--- config.mk ---
export PLATFORM = sky130hd
export DESIGN_NAME = reg_rd_port_16
export DESIGN_NICKNAME = d
export VERILOG_FILES = /design/src/rtl/cpu_pkg.sv /design/src/rtl/reg_rd_sel.sv /design/src/rtl/reg_rd_port_16.sv
export SDC_FILE = /design/constraint.sdc
export NUM_CORES = 1
export LEC_CHECK = 0
export ABC_AREA = 1
export BUFFER_PORTS_ARGS = -buffer_cell sky130_fd_sc_hd__buf_2
export CAP_MARGIN = 20
export CORE_ASPECT_RATIO = 0.6
export CORE_MARGIN = 3
export CORE_UTILIZATION = 52
export DETAILED_ROUTE_END_ITERATION = 6
export PLACE_DENSITY = 0.83
export SLEW_MARGIN = 20
export SYNTH_ARGS = -nofsm -noshare
export SYNTH_HDL_FRONTEND = slang
export SYNTH_HIERARCHICAL = 1
export SYNTH_SLANG_ARGS = --single-unit
export TNS_END_PERCENT = 100
--- constraint.sdc ---
create_clock -name clk -period 2.6 [get_ports clk]
set_input_delay 0 -clock clk [delete_from_list [all_inputs] [get_ports clk]]
set_output_delay 0 -clock clk [all_outputs]
set_load 0.005 [all_outputs]
--- src/rtl/cpu_pkg.sv ---
// Shared register-file constants and types for the CPU read/write ports.
package cpu_pkg;

  localparam int DATA_W = 16;
  localparam int NREG   = 16;
  localparam int ADDR_W = 4;

  typedef logic [ADDR_W-1:0] reg_addr_t;
  typedef logic [DATA_W-1:0] reg_data_t;

  // Output stage occupancy of the read port.
  typedef enum logic {
    ST_EMPTY = 1'b0,
    ST_FULL  = 1'b1
  } rd_state_e;

endpackage

--- src/rtl/reg_rd_sel.sv ---
// One operand selector: picks a register from the flat bank, bypassing a
// same-cycle write to the same register. Register 0 optionally reads as zero.
module reg_rd_sel
  import cpu_pkg::*;
#(
  parameter bit ZERO_R0 = 1'b0
) (
  input  reg_addr_t                addr,
  input  logic [NREG*DATA_W-1:0]   regs_flat,
  input  logic                     wr_en,
  input  reg_addr_t                wr_addr,
  input  reg_data_t                wr_data,
  output reg_data_t                value,
  output logic                     fwd
);

  // Priority: hard-wired zero, then write bypass, then the bank itself.
  always_comb begin
    value = regs_flat[int'(addr) * DATA_W +: DATA_W];
    fwd   = 1'b0;
    if (wr_en && (wr_addr == addr)) begin
      value = wr_data;
      fwd   = 1'b1;
    end
    if (ZERO_R0 && (addr == '0)) begin
      value = '0;
      fwd   = 1'b0;
    end
  end

endmodule

--- src/rtl/reg_rd_port_16.sv ---
// Two-operand register-file read port with write forwarding and a one-deep
// registered valid/ready output stage. Held operands track writes to their
// registers while the consumer stalls.
//
// Handshake: a request transfers on a rising edge where rd_req && rd_req_ready;
// an operand pair transfers where rd_valid && rd_ready. rd_req_ready is
// !rd_valid || rd_ready, so the stage can drain and refill in one cycle, and
// rd_valid only falls after the consumer has taken the pair.
module reg_rd_port_16
  import cpu_pkg::*;
#(
  parameter bit ZERO_R0 = 1'b0
) (
  input  logic                     clk,
  input  logic                     rst,
  input  logic                     rd_req,
  output logic                     rd_req_ready,
  input  reg_addr_t                rd_addr_a,
  input  reg_addr_t                rd_addr_b,
  input  logic [NREG*DATA_W-1:0]   regs_flat,
  input  logic                     wr_en,
  input  reg_addr_t                wr_addr,
  input  reg_data_t                wr_data,
  output logic                     rd_valid,
  input  logic                     rd_ready,
  output reg_data_t                rd_data_a,
  output reg_data_t                rd_data_b,
  output logic                     rd_fwd_a,
  output logic                     rd_fwd_b,
  output rd_state_e                state
);

  rd_state_e state_nxt;
  reg_addr_t held_a;
  reg_addr_t held_b;
  reg_addr_t sel_addr_a;
  reg_addr_t sel_addr_b;
  reg_data_t sel_val_a;
  reg_data_t sel_val_b;
  logic      sel_fwd_a;
  logic      sel_fwd_b;
  logic      accept;
  logic      hold;

  assign rd_valid     = (state == ST_FULL);
  assign rd_req_ready = !rd_valid || rd_ready;
  assign accept       = rd_req && rd_req_ready;
  assign hold         = rd_valid && !rd_ready;

  // While holding, the selectors watch the held registers so a write to one
  // of them can refresh the stalled operand; otherwise they serve the request.
  always_comb begin
    sel_addr_a = hold ? held_a : rd_addr_a;
    sel_addr_b = hold ? held_b : rd_addr_b;
  end

  reg_rd_sel #(.ZERO_R0(ZERO_R0)) u_sel_a (
    .addr      (sel_addr_a),
    .regs_flat (regs_flat),
    .wr_en     (wr_en),
    .wr_addr   (wr_addr),
    .wr_data   (wr_data),
    .value     (sel_val_a),
    .fwd       (sel_fwd_a)
  );

  reg_rd_sel #(.ZERO_R0(ZERO_R0)) u_sel_b (
    .addr      (sel_addr_b),
    .regs_flat (regs_flat),
    .wr_en     (wr_en),
    .wr_addr   (wr_addr),
    .wr_data   (wr_data),
    .value     (sel_val_b),
    .fwd       (sel_fwd_b)
  );

  // Occupancy state register.
  always_ff @(posedge clk) begin
    if (rst) state <= ST_EMPTY;
    else     state <= state_nxt;
  end

  // Next occupancy: fill on a request, empty when drained with nothing new.
  always_comb begin
    state_nxt = state;
    case (state)
      ST_EMPTY: if (rd_req) state_nxt = ST_FULL;
      ST_FULL:  if (rd_ready && !rd_req) state_nxt = ST_EMPTY;
      default:  state_nxt = ST_EMPTY;
    endcase
  end

  // Operand/address capture on accept; stall-time refresh from writes.
  always_ff @(posedge clk) begin
    if (rst) begin
      rd_data_a <= '0;
      rd_data_b <= '0;
      rd_fwd_a  <= 1'b0;
      rd_fwd_b  <= 1'b0;
      held_a    <= '0;
      held_b    <= '0;
    end else if (accept) begin
      rd_data_a <= sel_val_a;
      rd_data_b <= sel_val_b;
      rd_fwd_a  <= sel_fwd_a;
      rd_fwd_b  <= sel_fwd_b;
      held_a    <= rd_addr_a;
      held_b    <= rd_addr_b;
    end else if (hold) begin
      if (sel_fwd_a) begin
        rd_data_a <= sel_val_a;
        rd_fwd_a  <= 1'b1;
      end
      if (sel_fwd_b) begin
        rd_data_b <= sel_val_b;
        rd_fwd_b  <= 1'b1;
      end
    end
  end

endmodule
## Yosys cells after proc, flatten, opt, wreduce, memory -nomap -nowiden

Cells that the tools add are included.

- Bits in registers: 43
- Bits of input ports: 289
- Output and inout bits: 37
- Word-level logic and storage cells: 47

- Equality and inequality tests: 2
- Shift-type cells: 2
- Muxes and demuxes: 21
- Bitwise operators: 1
- Reduce and logical (&&, ||, !) cells: 14

Operators by type and width:

| kind | number |
|---|---|
| 256-bit by 9-bit variable part select with 16-bit output | 2 |
| 16-bit two-way mux | 8 |
| 1-bit two-way mux | 10 |
| 4-bit == test | 2 |
| 4-bit two-way mux | 2 |
| 2-bit nonzero test | 3 |
| 1-bit logical AND | 5 |
| 2-bit AND reduction | 2 |
| 1-bit zero test | 3 |
| 1-bit case mux with 2 select lines | 1 |
| 1-bit logical OR | 1 |
| 1-bit inverter | 1 |

## Longest topological paths before layout

Gate-level depths: netlist (run 1).

- Word-level depth: 9
- Depth in mapped cells: 19

## Cells and area by module

Netlist (run 1), hierarchy kept.

Modules (own cells, without submodules):

| module | instances | cells an instance | area an instance (sq um) |
|---|---|---|---|
| reg_rd_sel | 2 | 838 | 3477.1 |
| reg_rd_port_16 | 1 | 287 | 1924.3 |

## Worst setup path after synthesis (run 1)

No wires, ideal clock.

- Path type: reg2reg
- Start point: reg state (netlist: rd_valid)
- End point: reg rd_data_b[2]
- Library setup time: 0.113 ns
- Data arrival time: 2.176 ns
- Setup slack: 0.311 ns
- Cell stages (with the launch flop): 18
- Buffers on the path: 4
- Clock period less this slack: 2.289 ns
- Path through: dfxtp_1 -> nand2_2 -> buf_2 -> nand2_1 -> nand2_1 -> buf_2 -> inv_4 -> o21ai_1 -> nor2_2 -> nand3_4 -> inv_4 -> buf_6 -> inv_1 -> nand3_1 -> nand2_4 -> buf_6 -> nor2_1 -> nor2_1

RTL lines:

| what | line | RTL |
|---|---|---|
| from (decl) | reg_rd_port_16.sv:30 | `output rd_state_e state` |
| from (signal assigned) | reg_rd_port_16.sv:80 | `else state <= state_nxt;` |
| 1-bit zero test (*) | reg_rd_port_16.sv:46 | `assign rd_req_ready = !rd_valid \|\| rd_ready;` |
| 1-bit logical OR (*) | reg_rd_port_16.sv:46 |  |
| via rd_req_ready | reg_rd_port_16.sv:17 | `output logic rd_req_ready,` |
| 1-bit logical AND (*) | reg_rd_port_16.sv:47 | `assign accept = rd_req && rd_req_ready;` |
| 2-bit nonzero test (no line) | n/a |  |
| 2-bit AND reduction (no line) | n/a |  |
| to (signal assigned) | reg_rd_port_16.sv:104 | `rd_data_b <= sel_val_b;` |
| to (signal assigned) | reg_rd_port_16.sv:115 | `rd_data_b <= sel_val_b;` |
| to (decl) | reg_rd_port_16.sv:27 | `output reg_data_t rd_data_b,` |

The timed path passes the listed nets; every way through them passes the cells marked *. The select of a mux whose other input is x is not followed.
A chain may end at the register's enable or synchronous reset.

## Final worst setup path (run 1)

- Start point: reg state (netlist: rd_valid)
- End point: reg rd_data_a[1]

- Longest elaborated chain between the ends: 8

Ends and longest elaborated chain:

| what | line | RTL |
|---|---|---|
| 1-bit logical AND (*) | reg_rd_port_16.sv:48 | `assign hold = rd_valid && !rd_ready;` |
| 4-bit two-way mux (*) | reg_rd_port_16.sv:53 | `sel_addr_a = hold ? held_a : rd_addr_a;` |
| via sel_addr_a[2] | reg_rd_port_16.sv:36 | `reg_addr_t sel_addr_a;` |
| branches (longest 2 deep; another with 256-bit by 9-bit variable part select with 16-bit output) | n/a |  |
| 16-bit two-way mux (*) | reg_rd_sel.sv:21 | `if (wr_en && (wr_addr == addr)) begin` |
| via sel_val_a[1] | reg_rd_port_16.sv:38 | `reg_data_t sel_val_a;` |
| 16-bit two-way mux | reg_rd_port_16.sv:110 | `if (sel_fwd_a) begin` |
| 16-bit two-way mux | reg_rd_port_16.sv:109 | `end else if (hold) begin` |
| 16-bit two-way mux (*) | reg_rd_port_16.sv:102 | `end else if (accept) begin` |
| to (signal assigned) | reg_rd_port_16.sv:103 | `rd_data_a <= sel_val_a;` |
| to (signal assigned) | reg_rd_port_16.sv:111 | `rd_data_a <= sel_val_a;` |
| to (decl) | reg_rd_port_16.sv:26 | `output reg_data_t rd_data_a,` |

Mark *: on every way through the listed nets, which the timed path passes. The select of a mux whose other input is x is not followed.

==> reports/results.tsv, run 1 <==
stage	metric	value	unit
outcome	status	finished with violations	
outcome	violations	DRC, hold timing	
worst_hold_path	hold_start	rd_addr_b[1]	
synthesis	yosysWarnings	6	
synthesis	synth_area	8880	µm²
grt	grt_pass1_vias	11800	
grt	top_usage_layer	met2	
floorplanning	fp.dieH	107	µm
sta	fin_tns_setup	0	ps
cts	clock_latency	300	ps
sta	rsz0062_at_grt	no	
cts	htreeDepth	2	
placement	hpwlAfterDp	31000	µm
route	wl_per_cell	17.2	µm
sta	fin_hold_ws	-7.48	ps
setup_path	crit_buf_inv	3	
sta	slew_headroom	0.572	
cts	cts_setup_buffers	0	
power_and_ir_drop	leakagePower	7.46	nW
layout	layout.nets	2503	
placement	portBuffers	325	
setup_path	path_common_cell	nand2_1	
setup_path	critical_path.max_fanout	14	
synthesis	syn-instance-count	1963	
sta	fin_crit	2510	ps
placement	globalplace.congestion	1.01	
layout	layout-drive-gt1-share	0.177	
synthesis	syn_avg_cell_area	4.52	µm²
grt	grt_use_total	0.427	
sta	fmax	0.398	GHz
setup_path	crit_chain	nand2_2 -> buf_4 -> nand2_1 -> nand2_1 -> inv_1 -> buf_4 -> nand3_1 -> nand3_1 -> nand2_1 -> nand2_1 -> nand2_1 -> nor2_1 -> nor2_1	
sta	fin_crit_sh	0.966	
setup_path	r2r_slack	90	ps
route	num_vias	13400	
floorplanning	fp.dieW	175	µm
power_and_ir_drop	max-vdd-ir-drop	0.319	mV
route	drt-initial-drc-count	2269	
setup_path	critPathTopFamily	simple AND/OR/NAND/NOR gates	
sta	worst_slew_pin_slew	642	ps
sta	hold_violations	1	
power_and_ir_drop	powerDensity	340	nW/µm²
route	drtPass1Iterations	7	
layout	area_growth_syn_to_layout	22.4	%
cts	clkSlewWorstSetupHoldPaths	70	ps
cts	clockBufferDepth	2	
sta	setup_viol	0	
floorplanning	start_util	0.539	
sta	drv_slew	0	
grt	grt_pass1_wl	63800	µm
cts	cts.sinks	43	
synthesis	ys_types	20	
job	maxCapViolCount	0	
floorplanning	fp.coreArea	16500	µm²
cts	cts_made_buffers	5	
layout	regArea	861	µm²
grt	antenna_found_initial	3	
grt	gr-usage-met1	0.616	
setup_path	critPathSlowestCell	dfxtp_1	
setup_path	r2r-start	rd_valid	
setup_path	worstSetupPathType	flop to flop	
cts	cts-root-buf	clkbuf_16	
floorplanning	rows	36	
setup_path	worstPathArrival	2700	ps
layout	multi_input_area	5780	µm²
cts	cts_tree	built	
setup_path	worst_ep_required_time	2790	ps
setup_path	endpoint_kind	flop	
route	drc	2	
floorplanning	ios	326	
setup_path	max_stage_delay	350	ps
layout	fill_cells	1673	
worst_hold_path	hold_class	input port to flop	
sta	skew	7.09	ps
synthesis	syn_nets	2252	
synthesis	ys_ff_latch	43	
setup_path	crit_start	rd_valid	
grt	overflow	0	
floorplanning	die_area	18700	µm²
grt	grt_start_max_net_pins	82	
route	vias_per_cell	5.49	
synthesis	ys_seq_area_frac	0.0970	
grt	use_met3	0.0740	
route	wl	42100	µm
route	postRouteAntennaNets	0	
setup_path	startpoint_type	flop	
grt	gr-usage-met2	0.649	
## cell type report
class	instances	area share
multi-input combinational	1359	0.532
antenna	1	0.000230
timing repair buffer	366	0.195
clock inverter	1	0.000691
sequential	43	0.0792
tap	228	0.0262
clock buffer	7	0.0140
inverter	439	0.153
## worst reg2reg max path: cells and delay by family, from the launching register on
kind | cells | cell delay (ps)
simple gates | 10 | 1270
buf+inv | 3 | 780
flops | 1 | 350
## report_power, final
group	internal, mW	switching, mW	total [mW]
logic	0.772	1.43	2.21
registers	0.723	0.0514	0.774
clock network	0.410	0.303	0.712
## through the flow
stage	total power, mW	area (µm²)	utilization	instances	worst slack (ps)
final	3.69	10900	0.659	2444	89.7
after global routing	3.91	10900	0.659	2444	11.3
after CTS	3.58	10800	0.656	2442	87.0
after detailed placement	2.87	10600	0.641	2426	129
after global placement	2.85	10600	0.641	2426	163
after floorplan	2.06	8880	-	1963	311
## cell families (layout without fill, tap and decap cells)
family,after synthesis,after routing,synth area share
DFF,43,43,0.0970
AOI/OAI and AO/OA,19,19,0.0107
and+or+nand+nor,1338,1338,0.634
buffers and inverters,561,813,0.257
xor gates and xnor gates,2,2,0.00197
other,0,1,0
## cell usage after synthesis (all sizes together)
cell    count  area (µm²)
nand3     424        2160
dfxtp      43         861
buf       112         584
nand2     833        3160
a21oi       2        10.0
nor2       81         309
inv       439        1660
xor2        2        17.5
clkbuf     10        37.5
o21ai      17        85.1
## final timing paths
path	depth (start not counted)	end
hold reg to reg	2	held_a[3]
hold / removal	3	held_b[1]
setup / recovery	13	rd_data_a[1]
setup reg to reg	13	rd_data_a[1]
## per-layer routing
layer	routed length (µm)	vias to the layer above
met5	32	-
met3	6740	159
met2	17200	1141
met1	16500	5827
met4	1550	4
li1	-	6287
## sequential cells by signal (all words and copies together) (netlist names)
signal     flops
held_a         4
held_b         4
rd_data_a     16
rd_data_b     16
rd_fwd_a       1
rd_fwd_b       1
rd_valid       1
## cell usage in the layout (no fill, tap or decap), types with 2 or more instances in the layout
| cell type | netlist | final |
|---|---|---|
| buf_6 | 5 | 2 |
| o21ai_0 | 13 | 12 |
| clkbuf_8 | 0 | 2 |
| o21ai_1 | 4 | 4 |
| nand3_4 | 2 | 3 |
| nor2_2 | 2 | 2 |
| xor2_1 | 2 | 2 |
| buf_2 | 68 | 325 |
| dfxtp_1 | 43 | 43 |
| inv_1 | 435 | 430 |
| a21oi_1 | 2 | 2 |
| clkbuf_16 | 0 | 6 |
| dlygate4sd3_1 | 0 | 8 |
| inv_4 | 4 | 6 |
| nand2_2 | 1 | 3 |
| inv_2 | 0 | 3 |
| nand3_1 | 420 | 420 |
| buf_4 | 11 | 20 |
| buf_16 | 0 | 2 |
| nand2_1 | 828 | 824 |
| nor2_1 | 79 | 79 |
| nand2_4 | 4 | 6 |
| buf_12 | 0 | 8 |
## repair_timing
action,CTS,global route
endpoints found under the hold margin,7,0
hold buffers,8,0
setup endpoints to repair,0,31
resized for setup,0,6
Power figures use the tool's default switching activity.
==> inputs of run 2 (changes only) <==
--- a/config.mk
+++ b/config.mk
@@ -10,12 +10,11 @@
 export CAP_MARGIN = 20
 export CORE_ASPECT_RATIO = 0.6
 export CORE_MARGIN = 3
-export CORE_UTILIZATION = 52
+export CORE_UTILIZATION = 51
 export DETAILED_ROUTE_END_ITERATION = 6
 export PLACE_DENSITY = 0.83
 export SLEW_MARGIN = 20
 export SYNTH_ARGS = -nofsm -noshare
 export SYNTH_HDL_FRONTEND = slang
-export SYNTH_HIERARCHICAL = 1
 export SYNTH_SLANG_ARGS = --single-unit
 export TNS_END_PERCENT = 100
==> reports/results.tsv, run 2 <==
stage	metric	value	unit
cts	cts-resized-gates	0	
setup_path	critical_path.max_fanout	23	
grt	grt_pass1_vias	11400	
power_and_ir_drop	seqPwrFrac	0.216	
layout	layout_commonest_cell	nand3_1	
synthesis	yosys-mux-area-fraction	0	
setup_path	crit_end	rd_data_a[6]	
synthesis	yosys-top-cells-area	nand3_1 (38%), nand2_1 (22%), inv_1 (13%)	
floorplanning	fp.dieW	170	µm
cts	cts-root-buf	clkbuf_16	
synthesis	synth_top_area_cell	nand3_1	
sta	fin_hold_ws	6.19	ps
synthesis	yosysWarnings	0	
layout	final_cell_mix	nand3_1 (625), nand2_1 (478), buf_2 (325), inv_1 (276), nor2_1 (72)	
layout	layout-drive-gt1-share	0.204	
synthesis	synthXorXnorAreaFrac	0	
power_and_ir_drop	clkPwrFrac	0.206	
route	num_vias	12800	
outcome	violations	DRC	
setup_path	startpoint_type	flop	
floorplanning	fp.coreArea	15500	µm²
grt	antenna_found_initial	2	
cts	cts.sinks	43	
route	drc	9	
synthesis	synth_most_common_cell	nand3_1	
power_and_ir_drop	total_power	3.62	mW
synthesis	syn_avg_cell_area	4.81	µm²
placement	portBuffers	325	
sta	fin_crit_sh	0.923	
sta	setup_viol	0	
synthesis	synthArstFlopShare	0	
sta	fin_crit	2400	ps
cts	cts_setup_buffers	0	
synthesis	syn_nets	1993	
cts	cts_made_buffers	5	
grt	grt_start_max_net_pins	65	
route	vias_per_cell	5.94	
synthesis	synth_area	8200	µm²
synthesis	ys_seq_area_frac	0.105	
sta	worst_slew_pin_slew	648	ps
setup_path	worst_ep_required_time	2770	ps
placement	placed_cells	2136	
setup_path	worstSetupPathType	flop to flop	
synthesis	syn-instance-count	1704	
cts	clock_latency	300	ps
route	drtPass1Iterations	7	
placement	dp_slack	292	ps
cts	clkSlewWorstSetupHoldPaths	70	ps
floorplanning	start_util	0.527	
worst_hold_path	hold_class	input port to flop	
floorplanning	fp.dieH	104	µm
outcome	status	finished with violations	
sta	fin_tns_setup	0	ps
synthesis	synthTopCellsByCount	nand3_1 (627), nand2_1 (485), inv_1 (276), buf_2 (93), nor2_1 (72)	
route	drt-initial-drc-count	2499	
synthesis	synthAdderAreaFrac	0	
power_and_ir_drop	p_switching	1.70	mW
layout	num_antenna_cells	0	
sta	fmax	0.417	GHz
synthesis	netlist.area_leader.share	0.383	
sta	slew_headroom	0.566	
placement	globalplace.congestion	1.07	
synthesis	ys_types	19	
floorplanning	ios	326	
grt	grt_pass1_wl	61300	µm
power_and_ir_drop	leakagePower	6.12	nW
route	postRouteAntennaNets	0	
layout	largestRegisters	rd_data_a x16, rd_data_b x16	
placement	hpwlAfterDp	29700	µm
layout	fill_cells	1587	
floorplanning	die_area	17700	µm²
setup_path	rr_worst_depth	12	
synthesis	synth_compound_area_frac	0.0359	
cts	clockBufferDepth	2	
job	maxCapViolCount	0	
power_and_ir_drop	p_int	1.91	mW
setup_path	crit_start	rd_valid	
route	wl	40200	µm
sta	hold_violations	0	
setup_path	r2r_slack	200	ps
cts	cts_tree	built	
worst_hold_path	hold_start	rd_addr_b[0]	
synthesis	synth_edf_count	0	
layout	layout.nets	2232	
power_and_ir_drop	max-vdd-ir-drop	0.283	mV
grt	overflow	0	
setup_path	r2r_end	rd_data_a[6]	
cts	htreeDepth	2	
power_and_ir_drop	powerDensity	358	nW/µm²
sta	skew	6.33	ps
synthesis	ys_ff_latch	43	
sta	rsz0062_at_grt	no	
floorplanning	rows	35	
setup_path	endpoint_kind	flop	
setup_path	r2r-start	rd_valid	
layout	fin_cells	2147	
route	wl_per_cell	18.7	µm
grt	grt_use_total	0.429	
setup_path	worstPathArrival	2570	ps
power_and_ir_drop	swShare	0.471	
layout	area_growth_syn_to_layout	23.3	%
sta	fin_ws	200	ps
synthesis	synthSimpleGateAreaFrac	0.648	
power_and_ir_drop	power_frac_comb	0.578	
synthesis	synth_ff_type	dfxtp_1	
sta	drv_slew	0	
synthesis	synth_top_family_by_area	simple AND/OR/NAND/NOR gates	
## run 2: cell types whose count changed after synthesis, sizes merged
cell / change
inv: -159
nand2: -340
nand3b: +1
buf: -1
xor2: -2
nor2: -8
o21ai: -4
a21oi: +37
nand3: +205
clkbuf: +12
## run 2: final cells by class
type                       count  area [µm²]  area share
tap                          203         254      0.0251
timing repair buffer         365        2120       0.210
multi-input combinational   1248        5640       0.559
clock buffer                   5         125      0.0124
sequential                    43         861      0.0852
inverter                     280        1050       0.104
clock inverter                 3        43.8     0.00433
## run 2: critical path: stages (launching register included)
cell and delay [ps]:
dfxtp_1 370, nand2_2 100, buf_4 280, nand2_2 170, nand2_4 290, buf_4 320, nand2_1 90, nand3_1 80
nand3_1 80, nand3_1 250, nand3_1 120, nand2_1 70, a21oi_1 60
## run 2: worst min-delay path by stage
| stage | to | slack (ps) | depth (start not counted) |
|---|---|---|---|
| CTS | held_b[0] | 3 | 3 |
| global route | held_b[0] | 20 | 3 |
| detailed placement | held_b[1] | 260 | 3 |
| global placement | held_b[1] | 270 | 3 |
| floorplan | held_b[1] | 130 | 2 |
| finish | held_b[0] | 6 | 3 |
## run 2: cell families (layout without fill, tap and decap cells)
logic type | count (synthesis) | count (layout)
AND/OR/NAND/NOR | 1196 | 1196
buffers and inverters | 413 | 653
AO/OA/AOI/OAI | 52 | 52
flip-flops | 43 | 43
## run 2: metrics by stage
step           utilization  area (µm²)
4_1_cts              0.650       10100
5_1_grt              0.650       10100
2_1_floorplan            -        8200
3_3_place_gp         0.637        9900
6_report             0.650       10100
3_5_place_dp         0.637        9900
## run 2: metal layers
| metal | up-vias | global-route usage | part of all wire |
|---|---|---|---|
| met2 | 1139 | 0.620 | 0.41 |
| met4 | 6 | 0.165 | 0.054 |
| met3 | 209 | 0.137 | 0.16 |
| met5 | - | 0.0290 | 0.0025 |
| met1 | 5533 | 0.587 | 0.38 |
| li1 | 5876 | - | - |
## run 2: repair_timing
item                                   CTS  global route
endpoints found under the hold margin    3             0
hold buffers                             3             0
setup endpoints to repair                0             0
## run 2: power by group through the flow
stage,combinational [mW],clock (mW),sequential (mW)
finish,2.09,0.745,0.780
global placement,1.97,0,0.790
detailed placement,1.99,0,0.789
CTS,2.00,0.738,0.775
global route,2.25,0.776,0.782
floorplan,1.23,0,0.774
==> inputs of run 3 (changes only) <==
--- a/config.mk
+++ b/config.mk
@@ -10,11 +10,13 @@
 export CAP_MARGIN = 20
 export CORE_ASPECT_RATIO = 0.6
 export CORE_MARGIN = 3
-export CORE_UTILIZATION = 51
+export CORE_UTILIZATION = 52
 export DETAILED_ROUTE_END_ITERATION = 6
+export HOLD_SLACK_MARGIN = 0.1
 export PLACE_DENSITY = 0.83
 export SLEW_MARGIN = 20
 export SYNTH_ARGS = -nofsm -noshare
 export SYNTH_HDL_FRONTEND = slang
+export SYNTH_HIERARCHICAL = 1
 export SYNTH_SLANG_ARGS = --single-unit
 export TNS_END_PERCENT = 100
==> reports/results.tsv, run 3 (synthesized netlist as in run 1, its figures left out) <==
stage	metric	value	unit
placement	dp_slack	129	ps
layout	final_cell_mix	nand2_1 (824), inv_1 (430), nand3_1 (420), buf_2 (325), nor2_1 (79)	
route	num_vias	13500	
sta	slew_headroom	0.572	
route	drc	1	
cts	clock_latency	300	ps
cts	cts_tree	built	
layout	area_growth_syn_to_layout	24.2	%
placement	placed_cells	2426	
sta	fin_crit	2490	ps
setup_path	endpoint_kind	flop	
floorplanning	fp.coreArea	16500	µm²
placement	portBuffers	325	
sta	setup_viol	0	
cts	clkSlewWorstSetupHoldPaths	60	ps
grt	grt_use_total	0.430	
layout	layout-drive-gt1-share	0.175	
outcome	violations	DRC	
floorplanning	rows	36	
layout	fin_area	11000	µm²
placement	placed_area	10600	µm²
grt	antenna_found_initial	3	
sta	drv_slew	0	
setup_path	r2r_end	rd_data_a[1]	
sta	fin_crit_sh	0.958	
grt	grt_pass1_vias	12000	
sta	hold_violations	0	
sta	worst_slew_pin_slew	642	ps
cts	clockBufferDepth	2	
setup_path	r2r_slack	110	ps
worst_hold_path	hold_start	wr_data[4]	
layout	largestRegisters	rd_data_a x16, rd_data_b x16	
sta	fmax	0.401	GHz
route	vias_per_cell	5.50	
sta	fin_hold_ws	109	ps
floorplanning	die_area	18700	µm²
layout	layout.nets	2519	
placement	hpwlAfterDp	31000	µm
grt	overflow	0	
cts	cts-root-buf	clkbuf_16	
layout	layout_commonest_cell	nand2_1	
power_and_ir_drop	max-vdd-ir-drop	0.303	mV
route	postRouteAntennaNets	0	
worst_hold_path	min_path_cells	5	
power_and_ir_drop	total_power	3.72	mW
setup_path	rr_worst_depth	13	
placement	globalplace.congestion	1.01	
floorplanning	ios	326	
outcome	status	finished with violations	
floorplanning	fp.dieH	107	µm
setup_path	worst_ep_required_time	2790	ps
power_and_ir_drop	leakagePower	7.52	nW
layout	utilization	0.669	
job	maxCapViolCount	0	
grt	grt_start_max_net_pins	82	
route	wl	42600	µm
sta	skew	8.49	ps
setup_path	worstSetupPathType	flop to flop	
setup_path	critical_path.max_fanout	14	
sta	fin_tns_setup	0	ps
layout	fill_cells	1630	
worst_hold_path	hold_class	input port to flop	
cts	htreeDepth	2	
worst_hold_path	min_to	rd_data_a[4]	
cts	cts.sinks	43	
power_and_ir_drop	powerDensity	337	nW/µm²
grt	grt_pass1_wl	64400	µm
route	drtPass1Iterations	7	
setup_path	worstPathArrival	2680	ps
cts	cts_made_buffers	5	
route	drt-initial-drc-count	2559	
floorplanning	start_util	0.539	
setup_path	r2r-start	rd_valid	
layout	fin_cells	2460	
sta	fin_ws	108	ps
route	wl_per_cell	17.3	µm
setup_path	startpoint_type	flop	
floorplanning	fp.dieW	175	µm
-- run 3: changes by cell type in the layout (fill, tap and decap cells not counted), sizes merged, moves of 4 or more --
cell and change:
nor2 +8, a21oi -37, nand2 +340, nand3 -205, inv +159, o21ai +4, buf -5, dlygate4sd3 +21
-- run 3: worst max-delay path, cell delays in order (launching register included) --
cell and delay, ps:
dfxtp_1 340, nand2_2 160, buf_4 220, nand2_1 70, nand2_1 200, inv_1 270
buf_4 300, nand3_1 100, nand3_1 230, nand2_1 120, nand2_1 80, nand2_1 60
nor2_1 150, nor2_1 60
-- run 3: how the worst max path moves through the flow --
stage,cells after the start,end,startpoint
5_1_grt,13,rd_data_a[1],rd_valid
2_1_floorplan,17,rd_data_b[2],rd_valid
6_report,13,rd_data_a[1],rd_valid
4_1_cts,14,rd_data_b[11],rd_valid
3_5_place_dp,14,rd_data_b[11],rd_valid
3_3_place_gp,14,rd_data_b[11],rd_valid
-- run 3: where the power goes --
group	switching, mW	internal (mW)	total [mW]	leakage, nW
combinational	1.44	0.788	2.23	7.09
sequential	0.0507	0.723	0.774	0.356
clock	0.300	0.410	0.710	0.0761
-- run 3: what timing repair did --
action / CTS / global route
setup endpoints to repair: 0 / 30
gates resized for setup: 0 / 6
hold buffers: 24 / 0
hold endpoints to repair: 31 / 0
setup buffers: 0 / 0
-- run 3: area by class of cell --
type | count | area [µm²] | share of cell area
clock buffer | 7 | 153 | 0.0138
tap | 228 | 285 | 0.0259
inverter | 439 | 1660 | 0.151
multi-input combinational | 1359 | 5780 | 0.524
sequential | 43 | 861 | 0.0781
antenna | 1 | 2.50 | 0.000227
clock inverter | 1 | 7.51 | 0.000681
timing repair buffer | 382 | 2280 | 0.207
-- run 3: metal layers --
| layer | GRT usage | vias up | share of wire |
|---|---|---|---|
| li1 | - | 6320 | - |
| met1 | 0.612 | 5906 | 0.40 |
| met2 | 0.655 | 1103 | 0.41 |
| met3 | 0.0800 | 192 | 0.15 |
| met4 | 0.133 | 4 | 0.041 |
| met5 | 0 | - | 0.00042 |
